File: src/rtl/regfile_pkg.sv
// Shared defaults and address-width helper for the register file scoreboard.
// Configuration macro REGFILE_BYPASS_EN enables same-cycle write forwarding in the top.
package regfile_pkg;
    localparam int DEF_WIDTH = 16;
    localparam int DEF_DEPTH = 16;

    function automatic int addr_width(input int depth);
        return (depth <= 2) ? 1 : $clog2(depth);
    endfunction
endpackage

File: src/rtl/regfile_scoreboard_if.sv
// Read ports, writeback ports and load-scoreboard signals of the register file.
// master drives addresses/writes; slave returns read data, busy and stall.
interface regfile_scoreboard_if #(
    parameter int WIDTH = regfile_pkg::DEF_WIDTH,
    parameter int DEPTH = regfile_pkg::DEF_DEPTH
) ();
    import regfile_pkg::*;
    localparam int AW = addr_width(DEPTH);

    logic [AW-1:0]    ra_addr;
    logic [WIDTH-1:0] ra_data;
    logic [AW-1:0]    rb_addr;
    logic [WIDTH-1:0] rb_data;
    logic             alu_we;
    logic [AW-1:0]    alu_addr;
    logic [WIDTH-1:0] alu_data;
    logic             ld_issue;
    logic [AW-1:0]    ld_issue_addr;
    logic             ld_we;
    logic [AW-1:0]    ld_wb_addr;
    logic [WIDTH-1:0] ld_wb_data;
    logic [DEPTH-1:0] busy;
    logic             stall;

    modport master (
        output ra_addr, rb_addr, alu_we, alu_addr, alu_data,
               ld_issue, ld_issue_addr, ld_we, ld_wb_addr, ld_wb_data,
        input  ra_data, rb_data, busy, stall
    );

    modport slave (
        input  ra_addr, rb_addr, alu_we, alu_addr, alu_data,
               ld_issue, ld_issue_addr, ld_we, ld_wb_addr, ld_wb_data,
        output ra_data, rb_data, busy, stall
    );
endinterface

File: src/rtl/regfile_word.sv
// One register word with write enable and synchronous active-high clear.
// Latency: written value visible one cycle after the enabling edge; no backpressure.
module regfile_word #(
    parameter int WIDTH = 16
) (
    input  logic             clk,
    input  logic             reset,
    input  logic             en,
    input  logic [WIDTH-1:0] d,
    output logic [WIDTH-1:0] q
);
    logic [WIDTH-1:0] word_q, word_d;

    always_comb begin
        word_d = word_q;
        if (reset) begin
            word_d = '0;
        end else if (en) begin
            word_d = d;
        end
    end

    always_ff @(posedge clk) begin
        word_q <= word_d;
    end

    assign q = word_q;
endmodule

File: src/rtl/regfile_scoreboard.sv
// Two-read register file with ALU/load writeback and a per-register pending-load scoreboard.
// Reads and stall are combinational; writes/busy update next edge; REGFILE_BYPASS_EN forwards writes.
module regfile_scoreboard
    import regfile_pkg::*;
#(
    parameter int WIDTH   = DEF_WIDTH,
    parameter int DEPTH   = DEF_DEPTH,
    parameter int ZERO_R0 = 0
) (
    input logic            clk,
    input logic            reset,
    regfile_scoreboard_if.slave rf
);
    localparam int AW = addr_width(DEPTH);

    logic [DEPTH-1:0][WIDTH-1:0] word_q;
    logic [DEPTH-1:0]            busy_q, busy_d;
    logic [WIDTH-1:0]            ra_dat, rb_dat;
    logic                        stall_a, stall_b;

    for (genvar gi = 0; gi < DEPTH; gi++) begin : g_word
        logic             alu_hit, ld_hit, wr_en;
        logic [WIDTH-1:0] wr_dat;

        assign alu_hit = rf.alu_we && (rf.alu_addr == AW'(gi));
        assign ld_hit  = rf.ld_we  && (rf.ld_wb_addr == AW'(gi));
        assign wr_en   = (alu_hit || ld_hit) && !((ZERO_R0 != 0) && (gi == 0));
        // ALU writeback wins a same-address collision with a load return
        assign wr_dat  = alu_hit ? rf.alu_data : rf.ld_wb_data;

        regfile_word #(.WIDTH(WIDTH)) u_word (
            .clk   (clk),
            .reset (reset),
            .en    (wr_en),
            .d     (wr_dat),
            .q     (word_q[gi])
        );
    end

    // A new issue to the register whose load is returning keeps it pending
    always_comb begin
        busy_d = busy_q;
        if (rf.ld_we)    busy_d[rf.ld_wb_addr]    = 1'b0;
        if (rf.ld_issue) busy_d[rf.ld_issue_addr] = 1'b1;
        if (ZERO_R0 != 0) busy_d[0] = 1'b0;
        if (reset)       busy_d = '0;
    end

    always_ff @(posedge clk) begin
        busy_q <= busy_d;
    end

    always_comb begin
        ra_dat  = word_q[rf.ra_addr];
        stall_a = busy_q[rf.ra_addr];
`ifdef REGFILE_BYPASS_EN
        if (rf.alu_we && (rf.alu_addr == rf.ra_addr)) ra_dat = rf.alu_data;
        else if (rf.ld_we && (rf.ld_wb_addr == rf.ra_addr)) ra_dat = rf.ld_wb_data;
        if (rf.ld_we && (rf.ld_wb_addr == rf.ra_addr)) stall_a = 1'b0;
`endif
        if ((ZERO_R0 != 0) && (rf.ra_addr == '0)) ra_dat = '0;
    end

    always_comb begin
        rb_dat  = word_q[rf.rb_addr];
        stall_b = busy_q[rf.rb_addr];
`ifdef REGFILE_BYPASS_EN
        if (rf.alu_we && (rf.alu_addr == rf.rb_addr)) rb_dat = rf.alu_data;
        else if (rf.ld_we && (rf.ld_wb_addr == rf.rb_addr)) rb_dat = rf.ld_wb_data;
        if (rf.ld_we && (rf.ld_wb_addr == rf.rb_addr)) stall_b = 1'b0;
`endif
        if ((ZERO_R0 != 0) && (rf.rb_addr == '0)) rb_dat = '0;
    end

    assign rf.ra_data = ra_dat;
    assign rf.rb_data = rb_dat;
    assign rf.busy    = busy_q;
    assign rf.stall   = stall_a | stall_b;
endmodule

File: src/flat_wrapper.sv
// flat-port wrapper written by rule: the top's interface ports become plain ports
module regfile_scoreboard_flat import regfile_pkg::*;
#(
    parameter int WIDTH   = DEF_WIDTH,
    parameter int DEPTH   = DEF_DEPTH,
    parameter int ZERO_R0 = 0
)
  (clk, reset, rf_ra_addr, rf_rb_addr, rf_alu_we, rf_alu_addr, rf_alu_data, rf_ld_issue, rf_ld_issue_addr, rf_ld_we, rf_ld_wb_addr, rf_ld_wb_data, rf_ra_data, rf_rb_data, rf_busy, rf_stall);
  regfile_scoreboard_if #(.WIDTH(WIDTH), .DEPTH(DEPTH)) rf_i ();
  input logic clk;
  input logic reset;
  input wire logic [$bits(rf_i.ra_addr)-1:0] rf_ra_addr;
  input wire logic [$bits(rf_i.rb_addr)-1:0] rf_rb_addr;
  input wire logic [$bits(rf_i.alu_we)-1:0] rf_alu_we;
  input wire logic [$bits(rf_i.alu_addr)-1:0] rf_alu_addr;
  input wire logic [$bits(rf_i.alu_data)-1:0] rf_alu_data;
  input wire logic [$bits(rf_i.ld_issue)-1:0] rf_ld_issue;
  input wire logic [$bits(rf_i.ld_issue_addr)-1:0] rf_ld_issue_addr;
  input wire logic [$bits(rf_i.ld_we)-1:0] rf_ld_we;
  input wire logic [$bits(rf_i.ld_wb_addr)-1:0] rf_ld_wb_addr;
  input wire logic [$bits(rf_i.ld_wb_data)-1:0] rf_ld_wb_data;
  output wire logic [$bits(rf_i.ra_data)-1:0] rf_ra_data;
  output wire logic [$bits(rf_i.rb_data)-1:0] rf_rb_data;
  output wire logic [$bits(rf_i.busy)-1:0] rf_busy;
  output wire logic [$bits(rf_i.stall)-1:0] rf_stall;
  assign rf_i.ra_addr = rf_ra_addr;
  assign rf_i.rb_addr = rf_rb_addr;
  assign rf_i.alu_we = rf_alu_we;
  assign rf_i.alu_addr = rf_alu_addr;
  assign rf_i.alu_data = rf_alu_data;
  assign rf_i.ld_issue = rf_ld_issue;
  assign rf_i.ld_issue_addr = rf_ld_issue_addr;
  assign rf_i.ld_we = rf_ld_we;
  assign rf_i.ld_wb_addr = rf_ld_wb_addr;
  assign rf_i.ld_wb_data = rf_ld_wb_data;
  assign rf_ra_data = rf_i.ra_data;
  assign rf_rb_data = rf_i.rb_data;
  assign rf_busy = rf_i.busy;
  assign rf_stall = rf_i.stall;
  regfile_scoreboard #(.WIDTH(WIDTH), .DEPTH(DEPTH), .ZERO_R0(ZERO_R0)) u_core (.clk(clk), .reset(reset), .rf(rf_i));
endmodule
File: config.mk
export PLATFORM = sky130hd
export DESIGN_NAME = regfile_scoreboard_flat
export DESIGN_NICKNAME = d
export VERILOG_FILES = /design/src/rtl/regfile_pkg.sv /design/src/rtl/regfile_scoreboard_if.sv /design/src/rtl/regfile_word.sv /design/src/rtl/regfile_scoreboard.sv /design/src/flat_wrapper.sv
export SDC_FILE = /design/constraint.sdc
export NUM_CORES = 1
export LEC_CHECK = 0
export CORE_ASPECT_RATIO = 0.8
export CORE_MARGIN = 2
export CORE_UTILIZATION = 55
export CTS_BUF_LIST = sky130_fd_sc_hd__clkbuf_4 sky130_fd_sc_hd__clkbuf_8
export CTS_CLUSTER_SIZE = 14
export DETAILED_ROUTE_END_ITERATION = 10
export MAX_ROUTING_LAYER = met4
export PLACE_DENSITY = 0.84
export SLEW_MARGIN = 20
export SYNTH_ARGS = -nofsm -noshare
export SYNTH_HDL_FRONTEND = slang
export SYNTH_HIERARCHICAL = 1
export SYNTH_SLANG_ARGS = --single-unit
File: constraint.sdc
create_clock -name clk -period 2.39 [get_ports clk]
set_clock_uncertainty 0.1 [all_clocks]
set_input_delay 0.478 -clock clk [delete_from_list [all_inputs] [get_ports clk]]
set_output_delay 0.478 -clock clk [all_outputs]
set_load 0.02 [all_outputs]
Word-level counts from Yosys, hierarchy flattened:

Cells that the tools add are included.

* input port bits: 57
* register bits: 272
* logic and storage cells: 139

* reductions and logical operators: 52
* bitwise operators: 4
* mux-type cells: 30
* $lt $le $gt $ge: 6
* equality and inequality tests: 30

Operator list (number)
* $mux 16: 20
* $bmux 16 s4: 2
* $eq 4x4->1 const B: 16
* $logic_and 1x1->1: 34
* $eq 4x3->1 const B: 8
* $lt 4x5->1 const B: 4
* $and 16x16->16: 1
* $eq 4x2->1 const B: 4
* $logic_or 1x1->1: 16
* $not 16->16: 1
* $or 16x16->16: 1
* $bmux 1 s4: 2
* $demux 1 s4: 2
* $eq 4x1->1 const B: 2
* $ge 4x1->1 const B: 2
* $logic_not 4->1: 2
* $mux 1: 4
* $or 1x1->1: 1

Logic depth before layout (Yosys ltp):

* word-level depth: 9
* gate-level depth with buffers: 10

Cells and area by module:

Netlist, hierarchy kept.

Modules (own cells, without submodules)
* regfile_word: cells each 52, area an instance 580.6 um^2, times used 16, sequential area each 320.3 um^2
* regfile_scoreboard: cells each 649, area an instance 8051.5 um^2, times used 1, sequential area each 320.3 um^2

Worst setup path after synthesis:

OpenSTA, ideal clock, no wires.

* path kind: input-to-output
* start: input rf_ra_addr[0]
* end: output rf_ra_data[0]
* arrival time: 2.031 ns
* required time: 1.812 ns
* cell stages on the path: 5
* path slack: -0.219 ns
* path through: clkbuf_1 buf_6 buf_6 mux4_2 mux4_2

* longest elaborated chain between the ends: 2

Ends and longest elaborated chain
* start, declared: line flat_wrapper.sv:12 `input wire logic [$bits(rf_i.ra_addr)-1:0] rf_ra_addr;`
* $bmux 16 s4: line regfile_scoreboard.sv:54 `ra_dat = word_q[rf.ra_addr];`
* $mux 16 (not written as such): line regfile_scoreboard.sv:54
* end, declared: line flat_wrapper.sv:22 `output wire logic [$bits(rf_i.ra_data)-1:0] rf_ra_data;`

No other way between the ends. The select of a mux whose other input is x is not followed.

Final worst setup path:

* start: register u_core.g_word[9].u_word.word_q[14]
* end: output rf_ra_data[14]

* longest elaborated chain between the ends: 2

Ends and longest elaborated chain
* start, declared: line regfile_word.sv:12 `logic [WIDTH-1:0] word_q, word_d;`
* start signal, assigned: line regfile_word.sv:24 `word_q <= word_d;`
* $bmux 16 s4: line regfile_scoreboard.sv:54
* $mux 16 (not written as such): line regfile_scoreboard.sv:54

No other way between the ends. The select of a mux whose other input is x is not followed.

==> results by group <==
Status
  • Status: finished, violations left
  • Violated checks: negative setup slack

Timing
  • Period utilisation layout: 117%
  • Final Hold Viols: 0
  • Slew @ Worst Pin: 0.734 ns
  • Setup violators final: 33
  • Relative slew slack: 50.9%
  • Setup TNS Final: -8.78 ns
  • Slew Limit Fails: 0
  • Fmax: ~0.36 GHz
  • Fin crit period: 2.80 ns
  • Final worst slack: -0.409 ns
  • Unrepaired setup endpoints after global routing: true

Global routing
  • Initial antenna violation count: 4
  • Vias in the first global route: 14.7k
  • Pin count of the biggest net entering global routing: 76
  • Total Routing Usage GR: 37.2%
  • Gr ovfl total: 0
  • First-pass GRT wire length: 89700 um

Synth
  • Register bit total from synthesis: 272
  • Post-synth EDFFs: 0
  • Cells after synthesis: ~1.5k
  • Share of flip-flops with an asynchronous set or reset: 0%
  • Top cells by area, synth: dfxtp_1 (31%), mux4_2 (22%), mux2i_1 (15%)
  • Synth area leader: dfxtp_1
  • Register area share after synthesis: between 30% and 40%
  • Yosys warns: 6
  • Synth Flop Type: dfxtp_1
  • Synth Cell Area: approximately 0.017 mm2
  • Post-synth top area share: 31.4%
  • Post-synthesis net count: 1538
  • Netlist cell types: 29
  • Mean Syn Cell Area: approximately 12 um2

Detailed routing
  • Detail Route Antenna Nets: 0
  • DRC Markers: 0
  • Metal3 WL: 8790 um
  • Drt initial violations: 2505
  • First-pass iteration count of the detailed router: 6
  • WL met1: 22600 um
  • DR vias: around 15k
  • WL met2: 27900 um
  • Final wirelength: around 65000 um
  • Number of vias per cell: approximately 7.1
  • Avg WL per Cell: 30.8 um
  • Top Metal Used: met4

Clock tree
  • Hold-fix buffers, CTS: 0
  • H-tree level count: 2
  • Clk slew on worst S/H paths: 0.07 ns
  • Clk root buf: clkbuf_8
  • CTS tree: done
  • Clk Latency, worst-skew pair: 0.57 ns
  • Max Root-Sink Buffers: 3
  • CTS Sinks: about 270
  • Num CTS Buffers: 46

Critical path
  • Max FO, Critical Path: 3
  • Crit path kind: flip-flop to output pin
  • WP data required: approximately 1.8 ns
  • Worst EP arrival: 2.22 ns
  • Cell mode on critical path: mux4_2
  • Crit path max-delay cell type: mux4_2
  • Critical Path End Type: output pin
  • CP Cell Sequence: mux4_2 > mux4_2 > buf_6
  • CP startpoint kind: flip-flop
  • CP peak stage delay: 0.58 ns

Power and ir drop
  • Pwr Total: 11200 uW
  • Peak supply drop: about 0.39 mV
  • Power per cell area: 527 mW/mm2
  • Leak: 0.00764 uW

Layout
  • Final core utilization: 68.1%
  • Layout area overhead: 22.6%
  • Layout cells sized above 1: about 43%
  • Most common cell after layout, fill and taps aside: nor2_1
  • Final nets: 1696
  • Cell Count, Final, Fillers Out: 2096
  • Commonest cells after routing, fill and taps aside: nor2_1 (277), mux2i_1 (259), dfxtp_1 (197), mux4_2 (168), mux2_2 (159)

Floorplanning
  • Die width: 203 um
  • IO Count: 106
  • Die Y: 163 um
  • Starting Density: 55.6%
  • Area of the core: 0.0312 mm2
  • Die area: 0.0330 mm2
  • Row count: 58

Place
  • HPWL after detailed placement: 37800 um
  • Placement Setup Slack: -0.766 ns
  • PortBufs: 105
  • RePlAce Congestion: 0.950
  • Placed cells: slightly below 2k

Run
  • Max-Cap Viols: 0

Worst hold path
  • Worst hold path class: input pin to flip-flop
==> synthesized netlist by cell type (3+ instances only) <==
library cell / number
buf_1: 18
o21ai_0: 9
mux2_2: 160
dfxtp_1: 272
mux2_1: 97
a22oi_1: 12
nand2b_1: 7
mux2i_1: 259
buf_2: 50
nor2b_1: 6
and3_1: 3
buf_6: 22
buf_12: 16
mux4_2: 168
nand2_1: 20
nand3_1: 5
a32oi_1: 4
clkbuf_1: 54
nor2_1: 286
==> cells by family (layout without fill, tap and decap cells) <==
logic type / Yosys count / after routing / synth area share, %
other: 0 / 4 / 0
AOI/OAI and AO/OA: 27 / 27 / 1.05
buffers and inverters: 161 / 352 / 6.30
muxes: 684 / 684 / 53.5
and+or+nand+nor: 337 / 337 / 7.79
DFF: 272 / 272 / 31.4
==> path summary, 6_finish.rpt <==
kind                                                                   from                                          end  slack [ns]  cells after the start
worst max register to register   u_core/g_word[15].u_word/q[7]$_SDFFE_PP0P_   u_core/g_word[15].u_word/q[7]$_SDFFE_PP0P_        1.35                      3
worst min-delay path                                                  reset    u_core/g_word[8].u_word/q[0]$_SDFFE_PP0P_        0.21                      2
worst max-delay path             u_core/g_word[9].u_word/q[14]$_SDFFE_PP0P_                               rf_ra_data[14]       -0.41                      3
worst min register to register  u_core/g_word[11].u_word/q[13]$_SDFFE_PP0P_  u_core/g_word[11].u_word/q[13]$_SDFFE_PP0P_        0.41                      2
==> state kept, by name, indices dropped and copies added (netlist names) <==
name                    count
u_core/rf.busy             16
u_core/g_word.u_word/q    256
==> worst max-delay path, delay by kind of cell (launching register included) <==
kind / cells / cell delay [ns]
buffers and inverters: 1 / 0.15
flip-flops: 1 / 0.38
multiplexers: 2 / 1.11
==> per-layer routing <==
layer | vias to the layer above | global-route usage (%)
met4 | 0 | 24.7
met2 | 1406 | 55.2
met3 | 485 | 10.3
li1 | 5807 | -
met1 | 7165 | 44.6
met5 | - | -
==> repair_timing <==
| action | 4_1_cts | 5_1_grt |
|---|---|---|
| buffers inserted | 4 | 5 |
| gates cloned | 7 | 9 |
| gates resized for setup | 275 | 30 |
| setup endpoints to repair | 33 | 33 |
| pin swaps | 2 | 1 |
==> power by group <==
group          switching [uW]  internal [uW]  total, uW
sequential                112           4650       4760
combinational             979            946       1930
clock                    2010           2510       4530
total                    3100           8110      11200
==> final cells by class <==
cell class	instances	area [um2]
repair buffers	270	3330
multi-input cells	1048	10900
inverters	1	3.75
well taps	420	526
clock buffers	74	912
flip-flops and latches	272	5540
diodes	4	10.0
fillers	1973	9940
clock inverters	7	62.6
==> metrics by stage <==
stage / hold WS, ns / cell area [um2]
2_1_floorplan: 0.372 / 17400
3_3_place_gp: 0.386 / 19600
3_5_place_dp: 0.403 / 19600
4_1_cts: 0.205 / 20900
5_1_grt: 0.229 / 21300
6_report: 0.212 / 21300
(Power assumes the default switching activity.)
